## config.mk

```make
export PLATFORM = sky130hd
export DESIGN_NAME = lif_sched
export DESIGN_NICKNAME = d
export VERILOG_FILES = /design/src/rtl/lif_pkg.sv /design/src/rtl/lif_update.sv /design/src/rtl/lif_sched.sv
export SDC_FILE = /design/constraint.sdc
export NUM_CORES = 1
export LEC_CHECK = 0
export ABC_CLOCK_PERIOD_IN_PS = 4500
export CORE_MARGIN = 2
export CORE_UTILIZATION = 56
export CTS_CLUSTER_SIZE = 10
export DETAILED_ROUTE_END_ITERATION = 8
export PLACE_DENSITY = 0.79
export SYNTH_ARGS = -nofsm -noshare
export SYNTH_HDL_FRONTEND = slang
export SYNTH_SLANG_ARGS = --single-unit
```

## constraint.sdc

```tcl
create_clock -name clk -period 4.5 [get_ports clk]
set_clock_uncertainty 0.15 [all_clocks]
set_input_delay 0.9 -clock clk [delete_from_list [all_inputs] [get_ports clk]]
set_output_delay 0.9 -clock clk [all_outputs]
set_load 0.005 [all_outputs]
```

## src/rtl/lif_pkg.sv

```systemverilog
// lif_pkg: shared FSM encoding, default layer parameters and the
// saturation helper used by the leaky-integrate-and-fire scheduler.
package lif_pkg;

  // Scheduler FSM encoding.
  typedef enum logic [1:0] {
    IDLE = 2'd0,
    RUN  = 2'd1,
    DONE = 2'd2
  } lif_fsm_e;

  // Default layer configuration.
  localparam int LIF_N_NEURONS    = 4;
  localparam int LIF_STATE_W      = 8;
  localparam int LIF_THRESHOLD    = 200;
  localparam int LIF_DECAY_SHIFT  = 1;
  localparam int LIF_REFRAC_STEPS = 2;

  // Clamp an unsigned sum to the largest value representable in 'width' bits.
  function automatic logic [31:0] saturate(input logic [31:0] sum,
                                           input int unsigned width);
    logic [31:0] max_val;
    max_val = (32'd1 << width) - 32'd1;
    return (sum > max_val) ? max_val : sum;
  endfunction

endpackage

```

## src/rtl/lif_update.sv

```systemverilog
// lif_update: combinational single-neuron LIF step.
// Leak by right shift, integrate the input current with saturation, compare
// against the threshold, and manage the refractory count.  With
// REFRAC_STEPS=0 the refractory path collapses to constant zero.
module lif_update
  import lif_pkg::*;
#(
  parameter int STATE_W      = LIF_STATE_W,
  parameter int THRESHOLD    = LIF_THRESHOLD,
  parameter int DECAY_SHIFT  = LIF_DECAY_SHIFT,
  parameter int REFRAC_STEPS = 0,
  parameter int REF_W        = 1
) (
  input  logic [STATE_W-1:0] state,
  input  logic [STATE_W-1:0] cur,
  input  logic [REF_W-1:0]   ref_cnt,
  output logic [STATE_W-1:0] state_nxt,
  output logic               spike,
  output logic [REF_W-1:0]   ref_nxt
);

  logic [STATE_W:0]   sum;
  logic [STATE_W-1:0] sat;
  logic               fire;

  // One extra bit keeps the carry so saturation can see the overflow.
  assign sum  = {1'b0, state >> DECAY_SHIFT} + {1'b0, cur};
  assign sat  = STATE_W'(saturate(32'(sum), STATE_W));
  assign fire = (32'(sat) >= 32'(THRESHOLD));

  // Refractory neurons are clamped silent; otherwise fire-and-reset or integrate.
  always_comb begin
    state_nxt = sat;
    spike     = 1'b0;
    ref_nxt   = '0;
    if (REFRAC_STEPS > 0 && ref_cnt != '0) begin
      state_nxt = '0;
      ref_nxt   = ref_cnt - REF_W'(1);
    end else if (fire) begin
      state_nxt = '0;
      spike     = 1'b1;
      ref_nxt   = REF_W'(REFRAC_STEPS);
    end
  end

endmodule

```

## src/rtl/lif_sched.sv

```systemverilog
// lif_sched: time-multiplexed LIF layer scheduler.
// A step request walks neurons 0..N_NEURONS-1, one per cycle, through a single
// lif_update engine, then publishes the spike vector with a one-cycle done.
// Optional feature: define LIF_SCHED_REFRAC_EN to add per-neuron refractory
// counters of REFRAC_STEPS timesteps.
module lif_sched
  import lif_pkg::*;
#(
  parameter int N_NEURONS    = LIF_N_NEURONS,
  parameter int STATE_W      = LIF_STATE_W,
  parameter int THRESHOLD    = LIF_THRESHOLD,
  parameter int DECAY_SHIFT  = LIF_DECAY_SHIFT,
  parameter int REFRAC_STEPS = LIF_REFRAC_STEPS
) (
  input  logic                         clk,
  input  logic                         rst,
  input  logic                         step,
  output logic                         busy,
  output logic [$clog2(N_NEURONS)-1:0] cur_idx,
  input  logic [STATE_W-1:0]           cur_in,
  output logic [N_NEURONS-1:0]         spike_vec,
  output logic                         done,
  input  logic [$clog2(N_NEURONS)-1:0] mon_sel,
  output logic [STATE_W-1:0]           mon_state
);

  localparam int IDX_W = $clog2(N_NEURONS);
  localparam int REF_W = (REFRAC_STEPS > 0) ? $clog2(REFRAC_STEPS + 1) : 1;
`ifdef LIF_SCHED_REFRAC_EN
  localparam int UPD_REFRAC = REFRAC_STEPS;
`else
  localparam int UPD_REFRAC = 0;
`endif

  localparam logic [1:0]       ST_IDLE  = IDLE;
  localparam logic [1:0]       ST_RUN   = RUN;
  localparam logic [1:0]       ST_DONE  = DONE;
  localparam logic [IDX_W-1:0] LAST_IDX = IDX_W'(N_NEURONS - 1);

  logic [1:0]           fsm_reg, fsm_next;
  logic [IDX_W-1:0]     idx_reg;
  logic [N_NEURONS-1:0] acc_reg, acc_next;
  logic [N_NEURONS-1:0] spike_vec_reg;
  logic [STATE_W-1:0]   state_mem [N_NEURONS];
  logic [STATE_W-1:0]   upd_state;
  logic [STATE_W-1:0]   upd_state_nxt;
  logic                 upd_spike;
  logic [REF_W-1:0]     ref_cur;
  logic [REF_W-1:0]     ref_nxt;
  logic                 run_active;

  assign run_active = (fsm_reg == ST_RUN);
  assign upd_state  = state_mem[idx_reg];

`ifdef LIF_SCHED_REFRAC_EN
  logic [REF_W-1:0] ref_mem [N_NEURONS];
  assign ref_cur = ref_mem[idx_reg];
`else
  assign ref_cur = '0;
`endif

  lif_update #(
    .STATE_W      (STATE_W),
    .THRESHOLD    (THRESHOLD),
    .DECAY_SHIFT  (DECAY_SHIFT),
    .REFRAC_STEPS (UPD_REFRAC),
    .REF_W        (REF_W)
  ) u_update (
    .state     (upd_state),
    .cur       (cur_in),
    .ref_cnt   (ref_cur),
    .state_nxt (upd_state_nxt),
    .spike     (upd_spike),
    .ref_nxt   (ref_nxt)
  );

  // Spike accumulator including the neuron being updated this cycle.
  assign acc_next = acc_reg | (N_NEURONS'(upd_spike) << idx_reg);

  // Next-state logic: IDLE waits for step, RUN sweeps all neurons, DONE lasts one cycle.
  always_comb begin
    fsm_next = fsm_reg;
    case (fsm_reg)
      ST_IDLE: if (step) fsm_next = ST_RUN;
      ST_RUN:  if (idx_reg == LAST_IDX) fsm_next = ST_DONE;
      ST_DONE: fsm_next = ST_IDLE;
      default: fsm_next = ST_IDLE;
    endcase
  end

  // FSM, neuron index, spike accumulator and published spike vector.
  // spike_vec is loaded on the edge that enters DONE so it is already valid
  // in the cycle where done is high.
  always_ff @(posedge clk or posedge rst) begin
    if (rst) begin
      fsm_reg       <= ST_IDLE;
      idx_reg       <= '0;
      acc_reg       <= '0;
      spike_vec_reg <= '0;
    end else begin
      fsm_reg <= fsm_next;
      case (fsm_reg)
        ST_IDLE: begin
          if (step) begin
            idx_reg <= '0;
            acc_reg <= '0;
          end
        end
        ST_RUN: begin
          acc_reg <= acc_next;
          if (idx_reg == LAST_IDX) begin
            idx_reg       <= '0;
            spike_vec_reg <= acc_next;
          end else begin
            idx_reg <= idx_reg + IDX_W'(1);
          end
        end
        default: ;
      endcase
    end
  end

  // Per-neuron membrane (and refractory) storage; written only on its RUN slot.
  for (genvar gi = 0; gi < N_NEURONS; gi++) begin : g_neuron
    logic wr_en;
    assign wr_en = run_active && (idx_reg == IDX_W'(gi));

    // Membrane state register for neuron gi.
    always_ff @(posedge clk or posedge rst) begin
      if (rst) begin
        state_mem[gi] <= '0;
      end else if (wr_en) begin
        state_mem[gi] <= upd_state_nxt;
      end
    end

`ifdef LIF_SCHED_REFRAC_EN
    // Refractory countdown register for neuron gi.
    always_ff @(posedge clk or posedge rst) begin
      if (rst) begin
        ref_mem[gi] <= '0;
      end else if (wr_en) begin
        ref_mem[gi] <= ref_nxt;
      end
    end
`endif
  end

`ifndef LIF_SCHED_REFRAC_EN
  // Without refractory storage the engine's count output has no consumer.
  logic ref_nxt_unused;
  assign ref_nxt_unused = ^ref_nxt;
`endif

  assign busy      = (fsm_reg != ST_IDLE);
  assign done      = (fsm_reg == ST_DONE);
  assign cur_idx   = run_active ? idx_reg : '0;
  assign spike_vec = spike_vec_reg;
  // Out-of-range selections (non power-of-two layers) read as zero.
  assign mon_state = (32'(mon_sel) < 32'(N_NEURONS)) ? state_mem[mon_sel] : '0;

endmodule

```

Yosys cells after proc, flatten, opt, wreduce, memory -nomap -nowiden
Index checks and enable logic that the tools add are counted.
{ "word_totals": {"inputBits": 13, "output_inout_bits": 16, "wordCells": 54, "reg_bits": 44} }
{ "classes": {"n_bitwise": 3, "n_mux": 18, "n_eq_ne": 7, "reduce_logical": 11, "addsub": 2, "shift": 1, "magnitude_cmp": 4} }
{ "op_table": {"columns": ["op", "count"], "rows": [
  ["$mux W8", 6],
  ["$bmux W8 S2", 2],
  ["$mux W2", 5],
  ["$add A7 B8 Y9", 1],
  ["$gt A9 B8 Y1 const B", 1],
  ["$ge A8 B8 Y1 const B", 1],
  ["$pmux W2 S2", 2],
  ["$pmux W4 S2", 1],
  ["$eq A2 B2 Y1 const B", 3],
  ["$ge A3 B3 Y1 const B", 2],
  ["$not A2 Y3", 2],
  ["$reduce_and A2 Y1", 3],
  ["$eq A2 B1 Y1 const B", 2],
  ["$logic_and A1 B1 Y1", 4],
  ["$logic_not A2 Y1", 2],
  ["$mux W4", 1],
  ["$or A4 B4 Y4", 1],
  ["$reduce_bool A2 Y1", 2],
  ["$shl A1 B2 Y4", 1],
  ["$add A2 B1 Y2 const B", 1],
  ["$ne A2 B1 Y1 const B", 1],
  ["$ne A2 B2 Y1 const B", 1],
  ["$mux W1", 1]
]} }

Logic depth before layout (Yosys ltp)
{ "logic_depth": {"word_depth": 12, "ltp_mapped": 12} }

Cells and area by module
Synthesis repeated with hierarchy kept, for this count alone.
{ "unflattened": {"hier_cells": 224, "hier_area_um2": 2735.1} }
{ "by_module_without_submodules": {"columns": ["mod", "seq_area_each_um2", "cells_per_inst", "area_each_um2", "instances"], "rows": [
  ["lif_sched", 1101.1, 151, 2180.8, 1],
  ["lif_update", 0.0, 73, 554.3, 1]
]} }

Worst setup path before layout
No wires, ideal clock.
{ "synth_timing": {"kind": "register to register", "start": "register idx_reg[0]", "end": "register state_mem[16] (netlist name)", "n_path_buf": 4, "setup_ps": 96, "slack_ps": 910, "t_arrival_ps": 3345, "path_stages_with_launch": 13, "required_time_ps": 4254, "path_cell_list": "dfrtp_1 clkbuf_1 clkbuf_1 mux4_2 ha_1 buf_6 and2_4 a221oi_4 a21oi_2 a2111oi_4 nor3_4 buf_6 o31ai_1"} }
{ "synth_between": {"elab_chain_cells": 9} }
{ "synth_lines": {"columns": ["item", "line", "source"], "rows": [
  ["from (decl)", "lif_sched.sv:41", "logic [IDX_W-1:0] idx_reg;"],
  ["from (signal assigned)", "lif_sched.sv:115", "idx_reg <= idx_reg + IDX_W'(1);"],
  ["$not A2 Y3 (implied by the code)", "lif_sched.sv:53", "assign upd_state = state_mem[idx_reg];"],
  ["$bmux W8 S2", "lif_sched.sv:53", null],
  ["$mux W8 (implied by the code) (2 in a row)", "lif_sched.sv:53", null],
  ["$add A7 B8 Y9", "lif_update.sv:27", "assign sum = {1'b0, state >> DECAY_SHIFT} + {1'b0, cur};"],
  ["$gt A9 B8 Y1", "lif_pkg.sv:24", "return (sum > max_val) ? max_val : sum;"],
  ["$mux W8", "lif_pkg.sv:24", null],
  ["$ge A8 B8 Y1", "lif_update.sv:29", "assign fire = (32'(sat) >= 32'(THRESHOLD));"],
  ["$mux W8", "lif_update.sv:39", "end else if (fire) begin"],
  ["to (signal, indexed assignment)", "lif_sched.sv:133", "state_mem[gi] <= upd_state_nxt;"],
  ["to (decl)", "lif_sched.sv:44", "logic [STATE_W-1:0] state_mem [N_NEURONS];"]
]} }
Several ways; a longest one is shown, not always the timed one. The select of a mux whose other input is x is not followed.
A chain may end at the register's enable or synchronous reset.

Final worst setup path
{ "layout_timing": {"start": "register idx_reg[0]", "end": "register state_mem[31] (netlist name)"} }
Same word-level chain as after synthesis.

==> flow_summary.ini <==
[power]
clkPwrFrac = 0.124
p_comb_frac = 0.587
total_power_w = 0.00244
p_seq_frac = 0.289
ir_worst_vdd_uv = 346
p_int_w = 0.00136
powerDensity_nw_per_um2 = 800
power.switching_w = 0.00108
p_leak_nw = 1.33
switching_share = 0.444

[worst_hold_path]
min-delay-start = state_mem[16]$_DFFE_PP0P_
hold_class = register to register

[clocking]
clockRootBuffer = clkbuf_8
cts.path.max_buffers = 2
numCtsBuffers = 5
cts_tree = built
insertion_delay_ps = 300
cts_resized = 0
htree_levels = 2
cts_sinks = 44
post-cts-setup-buffers = 0
clk_pin_slew_ps = 80
hold_buffers = 0

[sta]
grt_setup_unrepaired = no
relSlewSlack = 0.342
setup_ws_ps = 502
hold_viol_final = 0
worstMarginPinSlew_ps = 983
slew_violations = 0
timing.hold.ws_ps = 337
final.min_clock_period_ps = 4000
setup_tns_ps = 0
period_share = 0.888
setup_viol = 0
fmax_mhz = 250

[synth]
synth_warnings = 0
syn_area_um2 = 2640
synth_fp_nets = 273
synth-seq-cells = 44
synth_flop_cell = dfrtp_1
netlist_instances = 248
synth_seq_area_share = 0.418
syn_avg_cell_area_um2 = 10.6
synth_edf_count = 0
async_flop_share = 1.00
ys_types = 44

[setup_path]
worst-path-buf-inv = 0
reg2reg_setup_slack_ps = 500
slowest_delay_ps = 830
crit_start = idx_reg[0]$_DFFE_PP0P_
cp_slowest_cell = nor3_4
crit_family = compound AO/OA/AOI/OAI gates
required_ps = 4490
end_kind = register
critPathKind = register to register
critPathLaunchType = register
cp_max_fo = 28
crit_chain = mux4_2, ha_1, fa_1, a21o_2, a21oi_1, a211o_1, a2111oi_4, nor3_4, o31ai_1
cp_data_arrival_time_ps = 3990
r2r-start = idx_reg[0]$_DFFE_PP0P_

[placed_design]
place_congestion = 0.884
place.port_buffers = 28
place_ws_ps = 420
hpwl_um = 4240

[global_route]
grt_pass1_wl_um = 10000
groute.usage.overall = 0.250
grt_max_degree = 45
antenna_found_initial = 0
grt_pass1_vias = 2074
grt-ovfl-total = 0

[layout]
nets = 298
diodes = 0
syn_to_final_growth_pct = 15.6
largest_register_ffs = 32
nFillCells = 339
drive_above_1_share = 0.135
layout_common_cells = 54 x nand2_1, 44 x dfrtp_1, 28 x clkdlybuf4s50_1
mostFrequentLayoutCell = nand2_1

[routing]
postRouteAntennaNets = 0
routed_wirelength_um = 5980
vias = 2060
drt-initial-drc-count = 163
viasPerCell = 6.32
drcViolationCount = 0
firstDrtPassIters = 4
wl_per_cell_um = 18.3

[floorplanning]
pin_count = 29
dieArea_um2 = 5270
start_util = 0.593
core-area_um2 = 4440
die_height_um = 72.6
num_rows = 24
chipWidth_um = 72.6

[status]
status = completed

[job]
maxCapViolCount = 0
worst paths after layout:
| check | depth (start not counted) | end |
|---|---|---|
| setup / recovery | 9 | state_mem[31]$_DFFE_PP0P_ |
| hold / removal | 2 | state_mem[16]$_DFFE_PP0P_ |
| setup reg to reg | 9 | state_mem[31]$_DFFE_PP0P_ |
| hold reg to reg | 2 | state_mem[16]$_DFFE_PP0P_ |
| max in group asynchronous | 3 | spike_vec[3]$_DFFE_PP0P_ |
| min in group asynchronous | 3 | state_mem[8]$_DFFE_PP0P_ |
cells in the mapped netlist, types with 2 or more instances:
library cell	n	area (um2)
ha_1	11	138
mux4_2	15	338
dfrtp_1	44	1100
nor2_1	10	37.5
buf_6	3	33.8
inv_1	7	26.3
nand4_1	3	18.8
o21ai_0	15	75.1
nor2b_1	2	12.5
xnor2_1	4	35.0
buf_1	4	15.0
nor3_1	2	10.0
o31ai_1	21	158
a21o_1	2	15.0
nand2b_1	3	18.8
nand2_1	54	203
o22ai_1	2	12.5
clkbuf_1	7	26.3
a41o_1	4	40.0
or2_2	2	12.5
a21oi_1	6	30.0
a211o_1	2	17.5
a32o_1	4	40.0
per-stage QoR:
stage	utilization	std cells	cell area, um2
final	0.686	326	3050
after global routing	0.686	326	3050
after CTS	0.686	326	3050
after detailed placement	0.661	318	2940
after global placement	0.661	318	2940
after floorplan	-	248	2640
kinds of logic (layout without fill, tap and decap cells):
kind of cell / Yosys count / count (layout) / share of synthesized area
simple gates: 82 / 82 / 0.140
compound gates: 67 / 67 / 0.196
flops: 44 / 44 / 0.418
buf+inv: 23 / 49 / 0.0418
mux: 15 / 15 / 0.128
fa+ha+maj: 12 / 12 / 0.0598
xor+xnor: 5 / 5 / 0.0166
power by group through the flow:
stage                     clock [W]  sequential [W]  combinational, W
after floorplan                   0        0.000654           0.00111
after global placement            0        0.000701           0.00138
after detailed placement          0        0.000713           0.00142
after CTS                  0.000311        0.000705           0.00143
after global routing       0.000324        0.000731           0.00158
final                      0.000303        0.000704           0.00143
metal layers:
layer	vias to the layer above	wire length, um	GRT usage
li1	972	-	-
met1	1013	2620	0.358
met2	69	2880	0.389
met3	6	432	0.0635
met4	0	45	0.0535
met5	-	0	0
layout make-up:
type,count,area [um2],share of cell area
Multi-Input combinational cell,181,1430,0.468
Sequential cell,44,1100,0.361
Timing Repair Buffer,33,318,0.104
Clock buffer,6,72.6,0.0238
Tap cell,52,65.1,0.0214
Clock inverter,2,35.0,0.0115
Inverter,8,30.0,0.00986
worst min-delay path: stages (launching register included):
cell	delay [ps]
dfrtp_1	350
nand2_1	50
o31ai_1	60
No activity file was read; power rests on OpenSTA's default activity.
